File: src/rtl/multicycle_controller.sv
// rtl/multicycle_controller.sv - multicycle MIPS-style Moore control FSM (optional JUMP_EN adds the jump state)
module multicycle_controller (
    input  logic       clk,
    input  logic       rst_n,
    input  logic [5:0] Op,
    input  logic [5:0] Funct,
    input  logic       Zero,
    output logic       IorD,
    output logic       MemWrite,
    output logic       IRWrite,
    output logic       RegDst,
    output logic       MemtoReg,
    output logic       RegWrite,
    output logic       ALUSrcA,
    output logic       SignZero,
    output logic       PCEn,
    output logic [1:0] ALUSrcB,
    output logic [1:0] PCSrc,
    output logic [2:0] ALUControl,
    output logic [3:0] State
);

    typedef enum logic [3:0] {
        S_FETCH   = 4'd0,
        S_DECODE  = 4'd1,
        S_MEMADR  = 4'd2,
        S_MEMRD   = 4'd3,
        S_MEMWB   = 4'd4,
        S_MEMWR   = 4'd5,
        S_RTYPEEX = 4'd6,
        S_ALUWB   = 4'd7,
        S_BRANCH  = 4'd8,
        S_IMMEX   = 4'd9,
        S_IMMWB   = 4'd10,
        S_JUMP    = 4'd11
    } state_t;

    localparam logic [5:0] OP_RTYPE = 6'b000000;
    localparam logic [5:0] OP_LW    = 6'b100011;
    localparam logic [5:0] OP_SW    = 6'b101011;
    localparam logic [5:0] OP_BEQ   = 6'b000100;
    localparam logic [5:0] OP_BNE   = 6'b000101;
    localparam logic [5:0] OP_ADDI  = 6'b001000;
    localparam logic [5:0] OP_ADDIU = 6'b001001;
    localparam logic [5:0] OP_SLTI  = 6'b001010;
    localparam logic [5:0] OP_SLTIU = 6'b001011;
    localparam logic [5:0] OP_ANDI  = 6'b001100;
    localparam logic [5:0] OP_ORI   = 6'b001101;
    localparam logic [5:0] OP_XORI  = 6'b001110;
`ifdef JUMP_EN
    localparam logic [5:0] OP_J     = 6'b000010;
`endif

    localparam logic [2:0] ALU_ADD  = 3'b000;
    localparam logic [2:0] ALU_SUB  = 3'b001;
    localparam logic [2:0] ALU_AND  = 3'b010;
    localparam logic [2:0] ALU_OR   = 3'b011;
    localparam logic [2:0] ALU_XOR  = 3'b100;
    localparam logic [2:0] ALU_NOR  = 3'b101;
    localparam logic [2:0] ALU_SLT  = 3'b110;
    localparam logic [2:0] ALU_SLTU = 3'b111;

    state_t     state_q, state_d;
    logic [2:0] alu_ctrl_q, alu_ctrl_d;
    logic       is_bne_q, is_bne_d;

    logic       funct_ok;
    logic [2:0] funct_alu;
    logic       imm_ok;
    logic [2:0] imm_alu;
    logic       imm_signed;

    logic       pc_en_raw, ir_write_raw, reg_write_raw, mem_write_raw;

    // Decode the R-type function field into an ALU operation and a supported flag
    always_comb begin
        funct_ok  = 1'b1;
        funct_alu = ALU_ADD;
        case (Funct)
            6'b100000, 6'b100001: funct_alu = ALU_ADD;
            6'b100010, 6'b100011: funct_alu = ALU_SUB;
            6'b100100:            funct_alu = ALU_AND;
            6'b100101:            funct_alu = ALU_OR;
            6'b100110:            funct_alu = ALU_XOR;
            6'b100111:            funct_alu = ALU_NOR;
            6'b101010:            funct_alu = ALU_SLT;
            6'b101011:            funct_alu = ALU_SLTU;
            default:              funct_ok  = 1'b0;
        endcase
    end

    // Decode immediate-form opcodes into ALU operation and immediate extension mode
    always_comb begin
        imm_ok     = 1'b1;
        imm_alu    = ALU_ADD;
        imm_signed = 1'b0;
        case (Op)
            OP_ADDI:  begin imm_alu = ALU_ADD;  imm_signed = 1'b1; end
            OP_ADDIU: imm_alu = ALU_ADD;
            OP_SLTI:  begin imm_alu = ALU_SLT;  imm_signed = 1'b1; end
            OP_SLTIU: imm_alu = ALU_SLTU;
            OP_ANDI:  imm_alu = ALU_AND;
            OP_ORI:   imm_alu = ALU_OR;
            OP_XORI:  imm_alu = ALU_XOR;
            default:  imm_ok  = 1'b0;
        endcase
    end

    // Next-state logic and capture of per-instruction ALU op / branch sense in DECODE
    always_comb begin
        state_d    = S_FETCH;
        alu_ctrl_d = alu_ctrl_q;
        is_bne_d   = is_bne_q;
        case (state_q)
            S_FETCH:  state_d = S_DECODE;
            S_DECODE: begin
                alu_ctrl_d = (Op == OP_RTYPE) ? funct_alu : imm_alu;
                is_bne_d   = (Op == OP_BNE);
                if (Op == OP_LW || Op == OP_SW)        state_d = S_MEMADR;
                else if (Op == OP_RTYPE && funct_ok)   state_d = S_RTYPEEX;
                else if (Op == OP_BEQ || Op == OP_BNE) state_d = S_BRANCH;
                else if (imm_ok)                       state_d = S_IMMEX;
`ifdef JUMP_EN
                else if (Op == OP_J)                   state_d = S_JUMP;
`endif
                else                                   state_d = S_FETCH;
            end
            S_MEMADR:  state_d = (Op == OP_SW) ? S_MEMWR : S_MEMRD;
            S_MEMRD:   state_d = S_MEMWB;
            S_RTYPEEX: state_d = S_ALUWB;
            S_IMMEX:   state_d = S_IMMWB;
            default:   state_d = S_FETCH;
        endcase
    end

    // State and decoded-instruction registers, cleared asynchronously
    always_ff @(posedge clk or negedge rst_n) begin
        if (!rst_n) begin
            state_q    <= S_FETCH;
            alu_ctrl_q <= ALU_ADD;
            is_bne_q   <= 1'b0;
        end else begin
            state_q    <= state_d;
            alu_ctrl_q <= alu_ctrl_d;
            is_bne_q   <= is_bne_d;
        end
    end

    // Moore output decode; only the branch PC enable looks at Zero
    always_comb begin
        IorD          = 1'b0;
        mem_write_raw = 1'b0;
        ir_write_raw  = 1'b0;
        RegDst        = 1'b0;
        MemtoReg      = 1'b0;
        reg_write_raw = 1'b0;
        ALUSrcA       = 1'b0;
        SignZero      = 1'b0;
        pc_en_raw     = 1'b0;
        ALUSrcB       = 2'b00;
        PCSrc         = 2'b00;
        ALUControl    = ALU_ADD;
        case (state_q)
            S_FETCH: begin
                ir_write_raw = 1'b1;
                ALUSrcB      = 2'b01;
                pc_en_raw    = 1'b1;
            end
            S_DECODE: ALUSrcB = 2'b11;
            S_MEMADR: begin
                ALUSrcA  = 1'b1;
                ALUSrcB  = 2'b10;
                SignZero = 1'b1;
            end
            S_MEMRD:  IorD = 1'b1;
            S_MEMWB: begin
                MemtoReg      = 1'b1;
                reg_write_raw = 1'b1;
            end
            S_MEMWR: begin
                IorD          = 1'b1;
                mem_write_raw = 1'b1;
            end
            S_RTYPEEX: begin
                ALUSrcA    = 1'b1;
                ALUControl = alu_ctrl_q;
            end
            S_ALUWB: begin
                RegDst        = 1'b1;
                reg_write_raw = 1'b1;
            end
            S_BRANCH: begin
                ALUSrcA    = 1'b1;
                ALUControl = ALU_SUB;
                PCSrc      = 2'b01;
                pc_en_raw  = is_bne_q ? ~Zero : Zero;
            end
            S_IMMEX: begin
                ALUSrcA    = 1'b1;
                ALUSrcB    = 2'b10;
                ALUControl = alu_ctrl_q;
                SignZero   = imm_signed;
            end
            S_IMMWB:  reg_write_raw = 1'b1;
`ifdef JUMP_EN
            S_JUMP: begin
                PCSrc     = 2'b10;
                pc_en_raw = 1'b1;
            end
`endif
            default: ;
        endcase
    end

    // Architectural write strobes are held off for the whole reset interval
    assign PCEn     = pc_en_raw     & rst_n;
    assign IRWrite  = ir_write_raw  & rst_n;
    assign RegWrite = reg_write_raw & rst_n;
    assign MemWrite = mem_write_raw & rst_n;
    assign State    = state_q;

endmodule

File: config.mk
export PLATFORM = sky130hd
export DESIGN_NAME = multicycle_controller
export DESIGN_NICKNAME = d
export VERILOG_FILES = /design/src/rtl/multicycle_controller.sv
export SDC_FILE = /design/constraint.sdc
export NUM_CORES = 1
export LEC_CHECK = 0
export CORE_ASPECT_RATIO = 0.75
export CORE_MARGIN = 4
export CORE_UTILIZATION = 37
export DETAILED_ROUTE_END_ITERATION = 12
export PLACE_DENSITY = 0.75
export SYNTH_ARGS = -nofsm -noshare
export SYNTH_HDL_FRONTEND = slang
export SYNTH_SLANG_ARGS = --single-unit
File: constraint.sdc
create_clock -name clk -period 1.65 [get_ports clk]
set_input_delay 0.33 -clock clk [delete_from_list [all_inputs] [get_ports clk]]
set_output_delay 0.33 -clock clk [all_outputs]
set_load 0.02 [all_outputs]
==> metrics <==
run status complete, but fails checks; violated checks negative setup slack; Worst Path Required 1.32 ns; Pleak 0.0007477 uW; P per Cell Area 1354 nW/um^2; H-Tree Depth 1; flop2flop setup slack -0.16 ns; area grow syn2layout 122.7%; DP HPWL 2.113 mm; row count 14; Post-DRT Antenna Nets 0; # DRC 0; Wirelength per Cell 19.15 um; Post-Synthesis Cells 104; FF-to-FF Start State[1]$_DFF_PN0_; syn_nets 119; commonest cells after routing, fill and taps aside buf_4, buf_6, clkdlybuf4s50_1; Clock Skew 0.003512 ns; maximum VDD drop 1.377 mV; synth warn 0; Hold Path Class in -> async; RePlAce Congestion 0.8662; worst setup path start State[1]$_DFF_PN0_; unrepaired setup endpoints after global routing yes; worst-path cell chain buf_4 > or4b_4 > a21oi_4 > buf_6; final wirelength 3.791 mm; Setup Slack @ Placement -0.7028 ns; CP peak stage delay 0.49 ns; worst hold slack 0.1608 ns; count of final hold-check violations 0; Initial Utilization 39.59%; Sink Count 8; die area 2992 um^2; Slowest cell on crit path or4b_4; achievable frequency 533.8 MHz; sequential area share after synthesis 24.88%; Final Max Tran Viols 0; Reg2Reg Depth 6; IO Port Bufs 33; Vias/cell 6.096; Setup crit start kind register; Ports 35; Critical Path End PCEn; diode count 0; die width 61.85 um; Total GRT Usage 23.96%; Top delay family on crit path simple AND/OR/NAND/NOR gates; Clk Latency, worst-skew pair 0.26 ns; pin count of the biggest net entering global routing 12; MaxCap Viol Count 0; CP Depth 4; Synth Area per Inst 7.736 um^2; Synth async-reset ratio 100.0%; Die H 48.39 um; vias in the first global route 1168; remaining global-route overflow 0; CP arrival 1.54 ns; TritonCTS clock tree built; FF-to-FF End State[1]$_DFF_PN0_; number of CTS-inserted buffers 3; Synth Flop Type dfrtp_1; Total Power 2427 uW; Core Area 2032 um^2; initial antenna violation count 0; FF+latch count, synth 8; Mapped Area 804.5 um^2; CP bufs+invs 2; via count 1207; Max clock buf depth 2; first-pass GRT wire length 5.485 mm; layout cells sized above 1 62.64%; Tmin final 1.873 ns; Post-synth EDFFs 0; leading cell type in the layout, fill and taps excluded buf_4; Final Cycle Share 113.5%; critical setup path kind reg -> out; clk slew on worst S/H paths 0.06 ns; drt pass-1 iters 4; Critical Path End Type output port; First DRT Iteration DRCs 66; distinct cell type count after synthesis 44; Layout Nets 191; Clock Tree Root clkbuf_4; final setup margin -0.2235 ns; Finish-stage setup viols 20; Crit Path Max Fanout 3
==> synth_stat cells (all sizes together) (2+ instances only) <==
| master | instances | area [um^2] |
|---|---|---|
| nand3 | 4 | 20.02 |
| o21ai | 4 | 20.01 |
| nor2 | 4 | 15.01 |
| a211oi | 4 | 30.03 |
| nand2 | 8 | 30.03 |
| clkbuf | 7 | 26.28 |
| nor4b | 2 | 23.77 |
| nor2b | 4 | 25.02 |
| nand2b | 7 | 43.79 |
| inv | 4 | 15.01 |
| and3 | 2 | 12.51 |
| xnor2 | 3 | 26.28 |
| or3 | 2 | 12.51 |
| dfrtp | 8 | 200.2 |
| nor3 | 8 | 40.04 |
| a221oi | 2 | 17.52 |
| buf | 3 | 22.52 |
| o31ai | 2 | 20.02 |
| a21oi | 5 | 25.02 |
| a32oi | 2 | 17.52 |
==> kinds of logic (layout without fill, tap and decap cells) <==
logic type	Yosys count	in the layout	share of synthesized area (%)
flip-flops	8	8	24.88
buffers and inverters	14	84	7.931
other	1	1	0.4661
XOR/XNOR	4	4	4.355
AO/OA/AOI/OAI	27	27	24.11
AND/OR/NAND/NOR	50	50	38.26
==> power breakdown <==
group | switching (uW) | internal [uW]
clock network | 77.0 | 84.0
registers | 74.4 | 257
logic | 943 | 991
==> area by class of cell <==
type                    count  area (um^2)
multi-input cells          82        812.0
fillers                    98        240.2
inverters                   4        15.01
repair buffers             77        708.2
flip-flops and latches      8        203.9
clock buffers               3        22.52
well taps                  24        30.03
==> through the flow <==
stage | util, % | std cells | cell area [um^2] | setup TNS, ns
after floorplan | - | 104 | 932.1 | -0.02792
after global placement | 71.12 | 183 | 1445 | -8.312
after detailed placement | 71.12 | 183 | 1445 | -8.743
after CTS | 78.51 | 191 | 1595 | -1.359
after global routing | 88.18 | 198 | 1792 | -3.347
final | 88.18 | 198 | 1792 | -2.494
==> how the worst min path moves through the flow <==
stage,from,endpoint,cells past startpoint,slack [ns]
5_1_grt,rst_n,State[2]$_DFF_PN0_,2,0.17
2_1_floorplan,rst_n,State[0]$_DFF_PN0_,0,0.03
3_3_place_gp,alu_ctrl_q[2]$_DFFE_PN0P_,alu_ctrl_q[2]$_DFFE_PN0P_,2,0.46
4_1_cts,rst_n,State[2]$_DFF_PN0_,2,0.15
6_report,rst_n,State[2]$_DFF_PN0_,2,0.16
3_5_place_dp,alu_ctrl_q[2]$_DFFE_PN0P_,alu_ctrl_q[2]$_DFFE_PN0P_,2,0.46
==> timing repair <==
action	4_1_cts	5_1_grt
endpoints found under the hold margin	0	0
buffers inserted	5	8
pin swaps	13	15
gates resized for setup	120	41
setup endpoints to repair	25	22
hold buffers	0	0
==> metal layers <==
metal  track usage (%)  vias to the layer above  wire (um)
met5                 0                        -          0
met4             7.774                        0        127
met3             5.585                       24        308
met2             38.15                       89       1836
met1             31.32                      571       1518
li1                  -                      523          -
==> sequential cells by signal (all words and copies together) (netlist names) <==
name and flops:
is_bne_q 1, State 4, alu_ctrl_q 3
(Power assumes the default switching activity.)
